[config.mk]
export PLATFORM = sky130hd
export DESIGN_NAME = prio_q_ctrl
export DESIGN_NICKNAME = d
export VERILOG_FILES = /design/src/rtl/prio_q_pkg.sv /design/src/rtl/prio_q_ctrl.sv
export SDC_FILE = /design/constraint.sdc
export NUM_CORES = 1
export LEC_CHECK = 0
export CAP_MARGIN = 20
export CORE_MARGIN = 2
export CORE_UTILIZATION = 47
export CTS_CLUSTER_SIZE = 30
export DETAILED_ROUTE_END_ITERATION = 16
export GPL_TIMING_DRIVEN = 0
export PLACE_DENSITY = 0.92
export SYNTH_ARGS = -nofsm -noshare
export SYNTH_HDL_FRONTEND = slang
export SYNTH_SLANG_ARGS = --single-unit
export TNS_END_PERCENT = 10
[constraint.sdc]
create_clock -name clk -period 3.75 [get_ports clk]
set_clock_uncertainty 0.05 [all_clocks]
set_input_delay 0.5625 -clock clk [delete_from_list [all_inputs] [get_ports clk]]
set_output_delay 0.5625 -clock clk [all_outputs]
set_load 0.005 [all_outputs]
[src/rtl/prio_q_pkg.sv]
// Shared constants, FSM encoding and element ordering for the prio_q client controller.
package prio_q_pkg;
    localparam int DWIDTH = 32;
    localparam int HDEPTH = 5;
    localparam int CAP    = (1 << HDEPTH) - 1;

    typedef enum logic {
        RUN   = 1'b0,
        FLUSH = 1'b1
    } state_t;

    // Smaller unsigned value means higher priority.
    function automatic logic elem_lt(input logic [DWIDTH-1:0] a, input logic [DWIDTH-1:0] b);
        return a < b;
    endfunction
endpackage

[src/rtl/prio_q_ctrl.sv]
// Client-side controller for the prio_q heap: arbitrates inserts against refills and keeps
// the global minimum of everything it owns in a single output register.
module prio_q_ctrl
    import prio_q_pkg::*;
(
    input  logic              clk,
    input  logic              rst,
    input  logic              in_valid,
    output logic              in_ready,
    input  logic [DWIDTH-1:0] in_data,
    output logic              out_valid,
    input  logic              out_ready,
    output logic [DWIDTH-1:0] out_data,
    input  logic              flush,
    output logic              flush_done,
    output logic [HDEPTH:0]   occupancy,
    output logic              cnt_err,
    output logic              pq_enq,
    output logic              pq_deq,
    output logic [DWIDTH-1:0] pq_inp_data,
    input  logic [DWIDTH-1:0] pq_out_data,
    input  logic [HDEPTH-1:0] pq_elem_cnt
);
    localparam logic [HDEPTH-1:0] CNT_MAX = HDEPTH'(CAP);

    state_t            r_state;
    state_t            w_state_next;
    logic              r_out_valid;
    logic [DWIDTH-1:0] r_out_data;
    logic [HDEPTH-1:0] r_cnt;
    logic              r_fair;
    logic              r_flush_done;
    logic              r_cnt_err;
    logic              r_prev_op;

    logic w_cnt_zero;
    logic w_free;
    logic w_refill;
    logic w_bypass;
    logic w_swap;
    logic w_accept;

    assign w_cnt_zero = (r_cnt == '0);
    assign w_free     = !r_out_valid || out_ready;
    // After a refill, a waiting insert gets the next slot so it cannot be starved.
    assign w_refill   = w_free && !w_cnt_zero && !(r_fair && in_valid);
    assign w_bypass   = w_cnt_zero && w_free;
    assign w_swap     = r_out_valid && !out_ready && elem_lt(in_data, r_out_data);
    assign w_accept   = in_valid && in_ready;

    assign pq_inp_data = w_swap ? r_out_data : in_data;
    assign out_valid   = r_out_valid;
    assign out_data    = r_out_data;
    assign flush_done  = r_flush_done;
    assign cnt_err     = r_cnt_err;
    assign occupancy   = {1'b0, r_cnt} + {{HDEPTH{1'b0}}, r_out_valid};

    always_ff @(posedge clk or posedge rst) begin
        if (rst) begin
            r_state <= RUN;
        end else begin
            r_state <= w_state_next;
        end
    end

    always_comb begin
        w_state_next = r_state;
        case (r_state)
            RUN:   if (flush) w_state_next = FLUSH;
            FLUSH: if (w_cnt_zero) w_state_next = RUN;
        endcase
    end

    always_comb begin
        pq_enq   = 1'b0;
        pq_deq   = 1'b0;
        in_ready = 1'b0;
        if (!rst) begin
            case (r_state)
                RUN: begin
                    if (!flush) begin
                        if (w_refill) begin
                            pq_deq = 1'b1;
                        end else begin
                            // A full heap refuses even a swap: the displaced element needs a slot.
                            in_ready = w_bypass || (r_cnt < CNT_MAX);
                            pq_enq   = in_valid && !w_bypass && (r_cnt < CNT_MAX);
                        end
                    end
                end
                FLUSH: pq_deq = !w_cnt_zero;
            endcase
        end
    end

    always_ff @(posedge clk or posedge rst) begin
        if (rst) begin
            r_out_valid  <= 1'b0;
            r_out_data   <= '0;
            r_cnt        <= '0;
            r_fair       <= 1'b0;
            r_flush_done <= 1'b0;
            r_cnt_err    <= 1'b0;
            r_prev_op    <= 1'b0;
        end else begin
            r_flush_done <= 1'b0;
            r_prev_op    <= pq_enq || pq_deq;
            // The heap count may lag one cycle behind an operation, so only compare when quiet.
            if (!r_prev_op && (r_cnt != pq_elem_cnt)) begin
                r_cnt_err <= 1'b1;
            end
            case (r_state)
                RUN: begin
                    if (flush) begin
                        r_out_valid <= 1'b0;
                    end else if (w_refill) begin
                        r_out_data  <= pq_out_data;
                        r_out_valid <= 1'b1;
                        r_cnt       <= r_cnt - 1'b1;
                        r_fair      <= 1'b1;
                    end else if (w_accept) begin
                        r_fair <= 1'b0;
                        if (w_bypass) begin
                            r_out_data  <= in_data;
                            r_out_valid <= 1'b1;
                        end else begin
                            r_cnt <= r_cnt + 1'b1;
                            if (w_swap) begin
                                r_out_data <= in_data;
                            end else if (w_free) begin
                                r_out_valid <= 1'b0;
                            end
                        end
                    end else if (r_out_valid && out_ready) begin
                        r_out_valid <= 1'b0;
                    end
                end
                FLUSH: begin
                    if (w_cnt_zero) begin
                        r_flush_done <= 1'b1;
                    end else begin
                        r_cnt <= r_cnt - 1'b1;
                    end
                end
            endcase
        end
    end
endmodule

Yosys cells after proc, flatten, opt, wreduce, memory -nomap -nowiden. Cells that the tools add are included.

Word-level logic and storage cells: 87. Bits in writable memories: 0. Output and inout bits: 76. Memories kept: 0. Input bits: 74. ROM bits: 0. Flip-flop bits (word level): 43. Bits in latches: 0.

Order comparisons: 2. Bitwise gates (word level): 2. Mux-type cells: 37. Div/mod/pow operators: 0. $add $sub $neg: 3. Reductions and logical operators: 28. Shift-type cells: 0. Multipliers: 0. Equality and inequality tests: 7.

Operators with widths (count): 32-bit 2-to-1 mux (5); 32-bit < comparator (1); 5-bit 2-to-1 mux (5); 1-bit 2-to-1 mux (24); 4-bit AND reduction (3); 1-bit logical AND (11); 5-bit != test, second input constant (2); 5-bit one-hot mux with 2 select lines (1); 5-bit by 1-bit adder with 6-bit output (1); 1-bit logical NOT (6); 3-bit != test, second input constant (2); 5-bit by 1-bit adder with 5-bit output, second input constant (1); 5-bit logical NOT (1); 5-bit < comparator, second input constant (1); 5-bit != test (1); 5-bit by 1-bit subtractor with 5-bit output, second input constant (1); 2-bit != test, second input constant (2); 1-bit one-hot mux with 2 select lines (2); 4-bit nonzero test (1); 1-bit logical OR (3); 3-bit AND reduction (1); 3-bit nonzero test (1); 1-bit inverter (2); 2-bit nonzero test (1).

Depth between registers and ports, before layout. Gate-level depths: netlist of the first run.

Depth in word-level cells: 13. Depth in mapped cells: 11. Gate-level depth less buffers: 8.

Least setup slack after synthesis of the first run. No wires, ideal clock.

Kind: in2out. Start point: in in_data[30]. End point: out pq_inp_data[10]. Arrival: 2.664 ns. Path slack: 0.473 ns. Stages: 8. Cells stage by stage: ha_1 -> nand4_1 -> or4_1 -> or4_1 -> o22ai_2 -> nor2_2 -> buf_6 -> mux2_4.

Cells in the longest elaborated chain, start to end: 3.

Ends and longest elaborated chain: start: declaration (line prio_q_ctrl.sv:10) `input logic [DWIDTH-1:0] in_data,`; 32-bit < comparator (line prio_q_pkg.sv:14) `return a < b;`; 1-bit logical AND (line prio_q_ctrl.sv:48) `assign w_swap = r_out_valid && !out_ready && elem_lt(in_data, r_out_data);`; 32-bit 2-to-1 mux (line prio_q_ctrl.sv:51) `assign pq_inp_data = w_swap ? r_out_data : in_data;`; end: declaration (line prio_q_ctrl.sv:20) `output logic [DWIDTH-1:0] pq_inp_data,`.

Every way passes these cells.

Final worst setup path of the first run.
Start point: in in_data[20]. End point: out pq_inp_data[30].

The elaborated chain is that of the path after synthesis.

==> results of run 1 <==
==> power by group through the flow <==
stage / Clock, mW / Sequential (mW) / Combinational, mW
2_1_floorplan: 0 / 0.805 / 1.39
3_3_place_gp: 0 / 0.848 / 2.19
3_5_place_dp: 0 / 0.862 / 2.30
4_1_cts: 0.387 / 0.814 / 2.64
5_1_grt: 0.404 / 0.844 / 2.99
6_report: 0.392 / 0.830 / 2.78
==> flip-flops by register name, indices dropped and copies added (netlist names) <==
name,count
out_valid,1
r_state,1
r_fair,1
cnt_err,1
r_prev_op,1
flush_done,1
out_data,32
r_cnt,5
==> Yosys cell counts (3+ instances only) <==
cell type | count | area, µm²
a21o_1 | 3 | 22.5
a21oi_1 | 10 | 50.1
a221oi_1 | 32 | 280
and2_1 | 35 | 219
buf_2 | 8 | 40.0
buf_4 | 5 | 37.5
buf_6 | 4 | 45.0
clkbuf_1 | 22 | 82.6
dfrtp_1 | 43 | 1080
ha_1 | 36 | 450
inv_1 | 37 | 139
mux2_4 | 30 | 450
mux2i_1 | 32 | 320
nand2_1 | 42 | 158
nand3_1 | 41 | 205
nand4_1 | 5 | 31.3
nor2_1 | 8 | 30.0
nor3_1 | 40 | 200
nor4_1 | 3 | 18.8
o21ai_0 | 9 | 45.0
or4_1 | 34 | 255
xnor2_1 | 9 | 78.8
xor2_1 | 4 | 35.0
==> logic make-up (layout without fill, tap and decap cells) <==
kind of cell	count (synthesis)	in the layout	synth area share [%]
and+or+nand+nor	219	219	26.7
buffers and inverters	79	276	7.87
AOI/OAI and AO/OA	69	69	11.7
muxes	64	64	17.5
DFF	43	43	23.7
adders and majority gates	36	36	9.94
xor gates and xnor gates	13	13	2.51
==> repair_timing <==
item	CTS	global route
gates resized for setup	222	25
pin swaps	24	7
setup buffers	34	5
endpoints found under the setup margin	32	33
==> layer usage <==
metal	share of wire (%)	vias to the layer above	track usage [%]	wire length [µm]
met1	37	2532	37.1	6190
li1	-	2324	-	-
met4	4.2	0	16.5	699
met3	11	89	7.93	1860
met2	48	437	53.0	8080
met5	0	-	0	0
==> layout make-up <==
class / count / area (µm²)
sequential: 43 / 1080
timing repair buffer: 189 / 1770
buffer: 42 / 240
clock inverter: 2 / 35.0
inverter: 37 / 139
multi-input combinational: 401 / 3340
tap: 129 / 161
fill: 622 / 2430
clock buffer: 6 / 82.6
==> how the worst max path moves through the flow <==
stage / startpoint / endpoint / slack [ns] / depth (start not counted)
2_1_floorplan: in_data[30] / pq_inp_data[10] / 0.47 / 8
4_1_cts: out_data[31] / pq_inp_data[17] / -0.08 / 11
5_1_grt: out_data[22] / pq_inp_data[30] / -0.16 / 11
3_5_place_dp: in_data[31] / pq_inp_data[12] / -0.77 / 10
6_report: in_data[20] / pq_inp_data[30] / -0.09 / 11
3_3_place_gp: in_data[30] / pq_inp_data[13] / -0.72 / 10
==> worst max-delay path: stages <==
cell             delay, ns
clkdlybuf4s15_1       0.21
ha_1                  0.29
nand4_1               0.12
or4_4                 0.58
or4_4                 0.45
o22ai_4               0.20
nor2_4                0.11
buf_8                 0.14
buf_12                0.13
mux2_4                0.30
buf_6                 0.12
==> through the flow <==
stage / cells / power (mW) / hold WS, ns / utilization, %
6_report: 849 / 4.00 / 0.388 / 73.8
5_1_grt: 849 / 4.23 / 0.419 / 73.8
2_1_floorplan: 523 / 2.20 / 0.359 / -
3_3_place_gp: 801 / 3.04 / 0.372 / 66.6
4_1_cts: 844 / 3.85 / 0.397 / 73.0
3_5_place_dp: 802 / 3.16 / 0.386 / 66.8
==> reports/metrics.yaml, run 1 <==
floorplanning:
  die_w_um: 102
  dieArea_um2: 10400
  core_region_area_um2: 9280
  rows: 35
  die_h_um: 102
  num_io_pins: 150
  initial_core_util_pct: 48.8
power_and_ir_drop:
  power_switching_mw: 1.72
  powerDensity_nw_per_um2: 584
  ir_drop_uv: 295
  clock_power_share_pct: 9.8
  leakage_nw: 2.95
  combPwrFrac_pct: 69.5
  power_frac_seq_pct: 20.7
  switching_share_pct: 43.0
  p_int_mw: 2.28
cts:
  hold_buffers: 0
  clk_pin_slew_ns: 0.08
  cts_max_level: 2
  cts_buffer_depth: 2
  clkLatencyLatePin_ns: 0.31
  cts_root_buf: "clkbuf_8"
  cts_tree: "done"
  cts_sinks: 43
  cts_buffers: 5
grt:
  grt_pass1_vias: 5393
  grt_pass1_wl_um: 26000
  antenna_found_initial: 0
  overflow: 0
  grt_max_degree: 26
  grt_usage_pct: 31.5
placement:
  dp_hpwl_um: 11300
  dp_slack_ns: -0.769
  portBuffers: 149
  placed_cell_area_um2: 6210
  gp_congestion: 0.857
timing:
  fmax_mhz: 260
  setup_viol: 26
  drv_slew: 0
  tightestPinTransition_ns: 0.823
  relSlewSlack_pct: 45.2
  post-route-worst-setup-slack_ns: -0.0918
  rsz0062_at_grt: "true"
  min_period_over_period_pct: 102
  period_needed_ns: 3.84
  fin_setup_tns_ns: -2.07
  finalHoldViolations: 0
worst_hold_path:
  holdCritPathClass: "flop to flop"
  min_path_cells: 1
  worst_hold_startpoint: "r_prev_op"
  min_to: "cnt_err"
yosys:
  synth_cell_type_count: 50
  avgSynthCellArea_um2: 8.67
  ys.warnings.count: 0
  syn_area_um2: 4530
  synth_edf_count: 0
  ys_ff_latch: 43
  async_flop_share_pct: 100
  seq_area_frac_synth_pct: 23.7
  synth_nets: 633
  synth_ff_type: "dfrtp_1"
  synthCells: 523
setup_path:
  reg2regPathDepth: 11
  timing.rr.end: "out_data[30]"
  critPathArrivalTime_ns: 3.23
  r2r_slack_ns: 0.11
  crit_path_max_fanout: 7
  critPathRequiredTime_ns: 3.14
  startpoint_type: "input port"
  path_class: "input port to output pin"
  end_kind: "output pin"
  reg2reg_from: "out_data[28]"
drt:
  first_pass_iters: 5
  wl_per_cell_um: 19.8
  drc: 0
  wirelength_um: 16800
  vias_per_cell: 6.34
  postRouteAntennaNets: 0
  drt_iter0_markers: 543
  via_count: 5382
cells_and_area:
  fin_nets: 829
  final_area_um2: 6850
  area_growth_pct: 51.1
  n_antenna_cell: 0
  mostFrequentLayoutCells: "101 x clkdlybuf4s50_1, 42 x nand2_1, 42 x dfrtp_1, 41 x nand3_1, 40 x nor3_1"
  drive_above_1_share_pct: 25.0
  layout_commonest_cell: "clkdlybuf4s50_1"
run:
  cap_violations: 0
status:
  status: "finished, violations left"
  violations: "negative setup slack"
No activity file was read; power rests on OpenSTA's default activity.
==> run 2: changes to the inputs <==
CTS_CLUSTER_DIAMETER = 40   (was default)
PLACE_DENSITY = 0.82   (was 0.92)
==> run 2 against run 1 <==
Against the previous run:
- final cell count decreased by 1.3%
- largest cell class unchanged
- register-to-register slack improved by 0.15 ns
- the flow still finishes with violations (negative setup slack)
- maximum frequency increased by 0.29%
- sequential share of layout area increased by 0.21 points
- highest routed layer unchanged
- global-route usage decreased by 1.0 points
- total power decreased by 4.0%
- clock power decreased by 19%
- hold slack about the same
==> reports/metrics.yaml, run 2 (synthesis results as in run 1) <==
power_and_ir_drop:
  leakage_nw: 2.91  # -1.5%
  ir_drop_uv: 279  # -5.4%
  powerDensity_nw_per_um2: 568  # -2.7%
  power.total_mw: 3.84  # -4.0%
setup_path:
  r2r_slack_ns: 0.26  # +0.15 ns
  critPathArrivalTime_ns: 3.22  # about the same
  path_cells: "inv_1, ha_4, nand4_1, or4_4, or4_4, o22ai_4, nor2_4, buf_12, buf_12, mux2_4, buf_6"
  path_class: "flop to output pin"
  crit_path_max_fanout: 6  # -1
  cp_slowest_cell: "or4_4"
  critical_path_depth: 11  # unchanged
  end_kind: "output pin"
  cp_top_family: "simple AND/OR/NAND/NOR gates"
  slowest_delay_ns: 0.59  # about the same
  startpoint_type: "flop"
  cp_num_buf_inv: 4  # unchanged
  reg2regPathDepth: 11  # unchanged
  critPathRequiredTime_ns: 3.14  # about the same
drt:
  via_count: 5240  # -2.6%
  wl_per_cell_um: 18.9  # -4.7%
  postRouteAntennaNets: 0  # unchanged
  drt_iter0_markers: 397  # -27%
  first_pass_iters: 5  # unchanged
  wirelength_um: 15800  # -5.9%
  drc: 0  # unchanged
  vias_per_cell: 6.25  # -1.4%
cells_and_area:
  nFillCells: 695  # +12%
  fin_nets: 819  # -1.2%
  n_antenna_cell: 0  # unchanged
  final_area_um2: 6760  # -1.3%
  final_util_pct: 72.8  # -0.96 points
  area_growth_pct: 49.2
  layout_commonest_cell: "clkdlybuf4s50_1"
  drive_above_1_share_pct: 22.7  # -2.3 points
  mostFrequentLayoutCells: "101 x clkdlybuf4s50_1, 42 x nand2_1, 42 x dfrtp_1, 41 x nand3_1, 40 x nor3_1"
  largest_register_ffs: 32  # unchanged
cts:
  cts_max_level: 2  # unchanged
  cts_tree: "done"
  clkLatencyLatePin_ns: 0.31  # about the same
  cts_sinks: 43  # unchanged
  cts_buffers: 5  # unchanged
  cts_buffer_depth: 2  # unchanged
  clk_pin_slew_ns: 0.09  # about the same
  cts_root_buf: "clkbuf_8"
floorplanning:
  core_region_area_um2: 9280  # unchanged
  initial_core_util_pct: 48.8  # unchanged
  rows: 35  # unchanged
  dieArea_um2: 10400  # unchanged
  num_io_pins: 150  # unchanged
  die_w_um: 102  # unchanged
  die_h_um: 102  # unchanged
placement:
  placed_cell_area_um2: 6210  # unchanged
  dp_hpwl_um: 11100  # -1.4%
  gp_congestion: 0.877  # +2.3%
  portBuffers: 149  # unchanged
status:
  status: "finished, violations left"
  violations: "negative setup slack"
timing:
  fmax_mhz: 261  # +0.29%
  rsz0062_at_grt: "true"
  relSlewSlack_pct: 48.1  # +2.9 points
  min_period_over_period_pct: 102  # -0.30 points
  drv_slew: 0  # unchanged
  fin_hold_ws_ns: 0.388  # +0.000100 ns
  fin_setup_tns_ns: -1.67  # +0.402 ns
  setup_viol: 26  # unchanged
  finalHoldViolations: 0  # unchanged
  post-route-worst-setup-slack_ns: -0.0806  # +0.0112 ns
  period_needed_ns: 3.83  # -0.0112 ns
  tightestPinTransition_ns: 0.779  # -0.0438 ns
worst_hold_path:
  min_path_cells: 1  # unchanged
  holdCritPathClass: "flop to flop"
grt:
  grt_pass1_wl_um: 25500  # -1.7%
  grt_pass1_vias: 5328  # -1.2%
  grt_usage_pct: 30.5  # -1.0 points
  overflow: 0  # unchanged
  grt_max_degree: 40  # +54%
  antenna_found_initial: 0  # unchanged
run:
  cap_violations: 0  # unchanged
run 2: path summary, 6_finish.rpt:
check | endpoint | start
max | pq_inp_data[3] | out_data[16]
min reg2reg | cnt_err | r_prev_op
min in group asynchronous | r_prev_op | rst
min | cnt_err | r_prev_op
max in group asynchronous | out_data[31] | rst
max reg2reg | out_data[1] | out_data[31]
run 2: metal layers:
layer / GRT usage [%] / part of all wire, %
met5: 0 / 0
met4: 13.8 / 4.2
met3: 6.57 / 9.5
met2: 50.7 / 48
met1: 38.0 / 38
run 2: where the power goes:
group          leakage (nW)  total (mW)  internal, mW  switching [mW]
combinational          2.45        2.70          1.40            1.31
sequential            0.414       0.826         0.636           0.190
clock                0.0470       0.317         0.145           0.172
total                  2.91        3.84          2.18            1.67
run 2: area by class of cell:
type | count | area [µm²] | area share (%)
Timing Repair Buffer | 179 | 1750 | 25.9
Sequential cell | 43 | 1080 | 15.9
Inverter | 37 | 139 | 2.05
Clock inverter | 1 | 5.00 | 0.0740
Clock buffer | 6 | 82.6 | 1.22
Multi-Input combinational cell | 401 | 3310 | 48.9
Tap cell | 129 | 161 | 2.39
Buffer | 42 | 240 | 3.55
run 2: timing repair:
action,CTS,global route
setup buffers,27,2
hold buffers,0,0
setup endpoints to repair,32,33
pin swaps,25,5
endpoints found under the hold margin,0,0
resized for setup,224,13
run 2: stage by stage:
step / setup WS, ns / std cells
floorplan: 0.473 / 523
global placement: -0.786 / 801
detailed placement: -0.815 / 802
CTS: -0.0361 / 836
global route: -0.143 / 838
finish: -0.0806 / 838
==> run 3: changes to the inputs <==
clock period = 3.8 ns   (was 3.75 ns; I/O delays follow)
==> run 3 against run 2 <==
Against the previous run:
- the run still ends with negative setup slack left
- total power down 2.1%
- sequential share of layout area grew 0.13 points
- via count fell by 1.0%
- worst setup slack better by 0.040 ns
- global-route usage fell by 0.26 points
- clock power is essentially flat
- critical path depth is the same
==> reports/metrics.yaml, run 3 (synthesis results as in run 1) <==
power_and_ir_drop:
  combPwrFrac_pct: 70.0  # -0.3 points
  ir_drop_uv: 268  # -4.0%
  power_switching_mw: 1.64  # -1.7%
  power_frac_seq_pct: 21.6  # about the same
  clock_power_share_pct: 8.3  # about the same
  power.total_mw: 3.76  # -2.1%
  leakage_nw: 2.89  # -0.52%
  switching_share_pct: 43.5  # +0.14 points
  p_int_mw: 2.13  # -2.3%
  powerDensity_nw_per_um2: 561  # -1.3%
timing:
  rsz0062_at_grt: "true"
  finalHoldViolations: 0  # unchanged
  relSlewSlack_pct: 47.6  # -0.44 points
  fmax_mhz: 260
  min_period_over_period_pct: 101
  drv_slew: 0  # unchanged
  period_needed_ns: 3.84
  setup_viol: 26  # unchanged
  tightestPinTransition_ns: 0.785  # +0.00657 ns
  post-route-worst-setup-slack_ns: -0.0405  # +0.0400 ns
floorplanning:
  rows: 35  # unchanged
  die_w_um: 102  # unchanged
  dieArea_um2: 10400  # unchanged
  core_region_area_um2: 9280  # unchanged
  initial_core_util_pct: 48.8  # unchanged
  num_io_pins: 150  # unchanged
  die_h_um: 102  # unchanged
grt:
  grt_pass1_vias: 5255  # -1.4%
  grt_pass1_wl_um: 25300  # -0.81%
  grt_max_degree: 40  # unchanged
  antenna_found_initial: 0  # unchanged
  overflow: 0  # unchanged
  grt_usage_pct: 30.2  # -0.26 points
cts:
  cts_sinks: 43  # unchanged
  cts_buffer_depth: 2  # unchanged
  cts_tree: "done"
  clk_pin_slew_ns: 0.10  # about the same
  cts_root_buf: "clkbuf_8"
  cts_buffers: 5  # unchanged
  clkLatencyLatePin_ns: 0.31  # about the same
  cts_max_level: 2  # unchanged
cells_and_area:
  n_antenna_cell: 0  # unchanged
  final_util_pct: 72.3  # -0.59 points
  instances_no_fill: 839  # +0.12%
  drive_above_1_share_pct: 22.5  # -0.17 points
  area_growth_pct: 48.0
  fin_nets: 820  # +0.12%
  mostFrequentLayoutCells: "101 x clkdlybuf4s50_1, 42 x nand2_1, 42 x dfrtp_1, 41 x nand3_1, 40 x nor3_1"
  multi_input_area_um2: 3300  # -0.19%
  layout_commonest_cell: "clkdlybuf4s50_1"
  regArea_um2: 1080  # unchanged
  nFillCells: 702  # +1.0%
  largest_register_ffs: 32  # unchanged
placement:
  place_inst: 802  # unchanged
  dp_hpwl_um: 11100  # unchanged
  portBuffers: 149  # unchanged
  gp_congestion: 0.877  # unchanged
  dp_slack_ns: -0.780  # +0.0350 ns
worst_hold_path:
  holdCritPathClass: "flop to flop"
drt:
  wl_per_cell_um: 18.8  # -0.54%
  drt_iter0_markers: 436  # +9.8%
  drc: 0  # unchanged
  first_pass_iters: 5  # unchanged
  wirelength_um: 15800  # -0.42%
  vias_per_cell: 6.18  # -1.1%
  via_count: 5186  # -1.0%
  postRouteAntennaNets: 0  # unchanged
setup_path:
  cp_num_buf_inv: 4  # unchanged
  critPathRequiredTime_ns: 3.18  # +0.04 ns
  end_kind: "output pin"
  path_cells: "inv_1, ha_4, nand4_1, or4_4, or4_4, o22ai_4, nor2_4, buf_12, buf_12, mux2_4, buf_6"
  startpoint_type: "flop"
  crit_path_max_fanout: 6  # unchanged
  cp_top_family: "simple AND/OR/NAND/NOR gates"
  slowest_delay_ns: 0.59  # about the same
  cp_slowest_cell: "or4_4"
  critPathArrivalTime_ns: 3.22  # about the same
  path_class: "flop to output pin"
status:
  violations: "negative setup slack"
  status: "finished, violations left"
run:
  cap_violations: 0  # unchanged
run 3: changes by cell type in the layout (fill, tap and decap cells not counted), sizes merged:
cell           change
clkbuf             +7
buf                -9
clkdlybuf4s15      +3
run 3: worst paths after layout:
path / cells after the start / from / to / slack [ns]
max reg2reg: 11 / out_data[31] / out_data[14] / 0.30
max in group asynchronous: 3 / rst / out_data[31] / 2.74
min in group asynchronous: 2 / rst / r_prev_op / 0.50
max: 11 / out_data[18] / pq_inp_data[17] / -0.04
min reg2reg: 1 / r_prev_op / cnt_err / 0.39
min: 1 / r_prev_op / cnt_err / 0.39
run 3: metrics by stage:
stage               cell area (µm²)  TNS (ns)  hold slack, ns
floorplan                      4530         0           0.359
global placement               6190    -22.59           0.372
detailed placement             6210    -26.17           0.384
CTS                            6640    -0.623           0.395
global route                   6710     -1.73           0.409
finish                         6710    -0.527           0.388
run 3: metal layers:
layer	global-route usage, %	vias up	routed length (µm)
li1	-	2307	-
met1	38.0	2464	6060
met2	50.2	349	7570
met3	6.29	66	1540
met4	13.4	0	593
met5	0	-	0
run 3: power by group through the flow:
stage	clock (mW)	combinational [mW]	sequential [mW]
detailed placement	0	2.27	0.848
CTS	0.311	2.52	0.806
finish	0.314	2.64	0.815
floorplan	0	1.37	0.794
global route	0.328	2.85	0.837
global placement	0	2.18	0.836
run 3: worst register-to-register path, stage by stage (launching register included):
cell       delay (ns)
dfrtp_2          0.43
inv_1            0.06
ha_1             0.30
nand4_1          0.16
buf_4            0.19
a2111oi_0        0.46
or4_1            0.27
clkbuf_1         0.37
clkbuf_1         0.40
clkbuf_1         0.44
a221oi_1         0.18
nand3_1          0.13
run 3: repair_timing:
| item | CTS | global route |
|---|---|---|
| pin swaps | 25 | 7 |
| buffers inserted | 27 | 3 |
| endpoints found under the setup margin | 32 | 33 |
| cloned | 0 | 0 |
| resized for setup | 174 | 39 |
| hold buffers | 0 | 0 |
run 3: cell type report:
| cell class | instances | area share (%) |
|---|---|---|
| multi-input combinational | 401 | 49.2 |
| timing repair buffer | 180 | 25.3 |
| sequential | 43 | 16.1 |
| buffer | 42 | 3.58 |
| tap | 129 | 2.41 |
| inverter | 37 | 2.07 |
| clock buffer | 6 | 1.23 |
| clock inverter | 1 | 0.0746 |
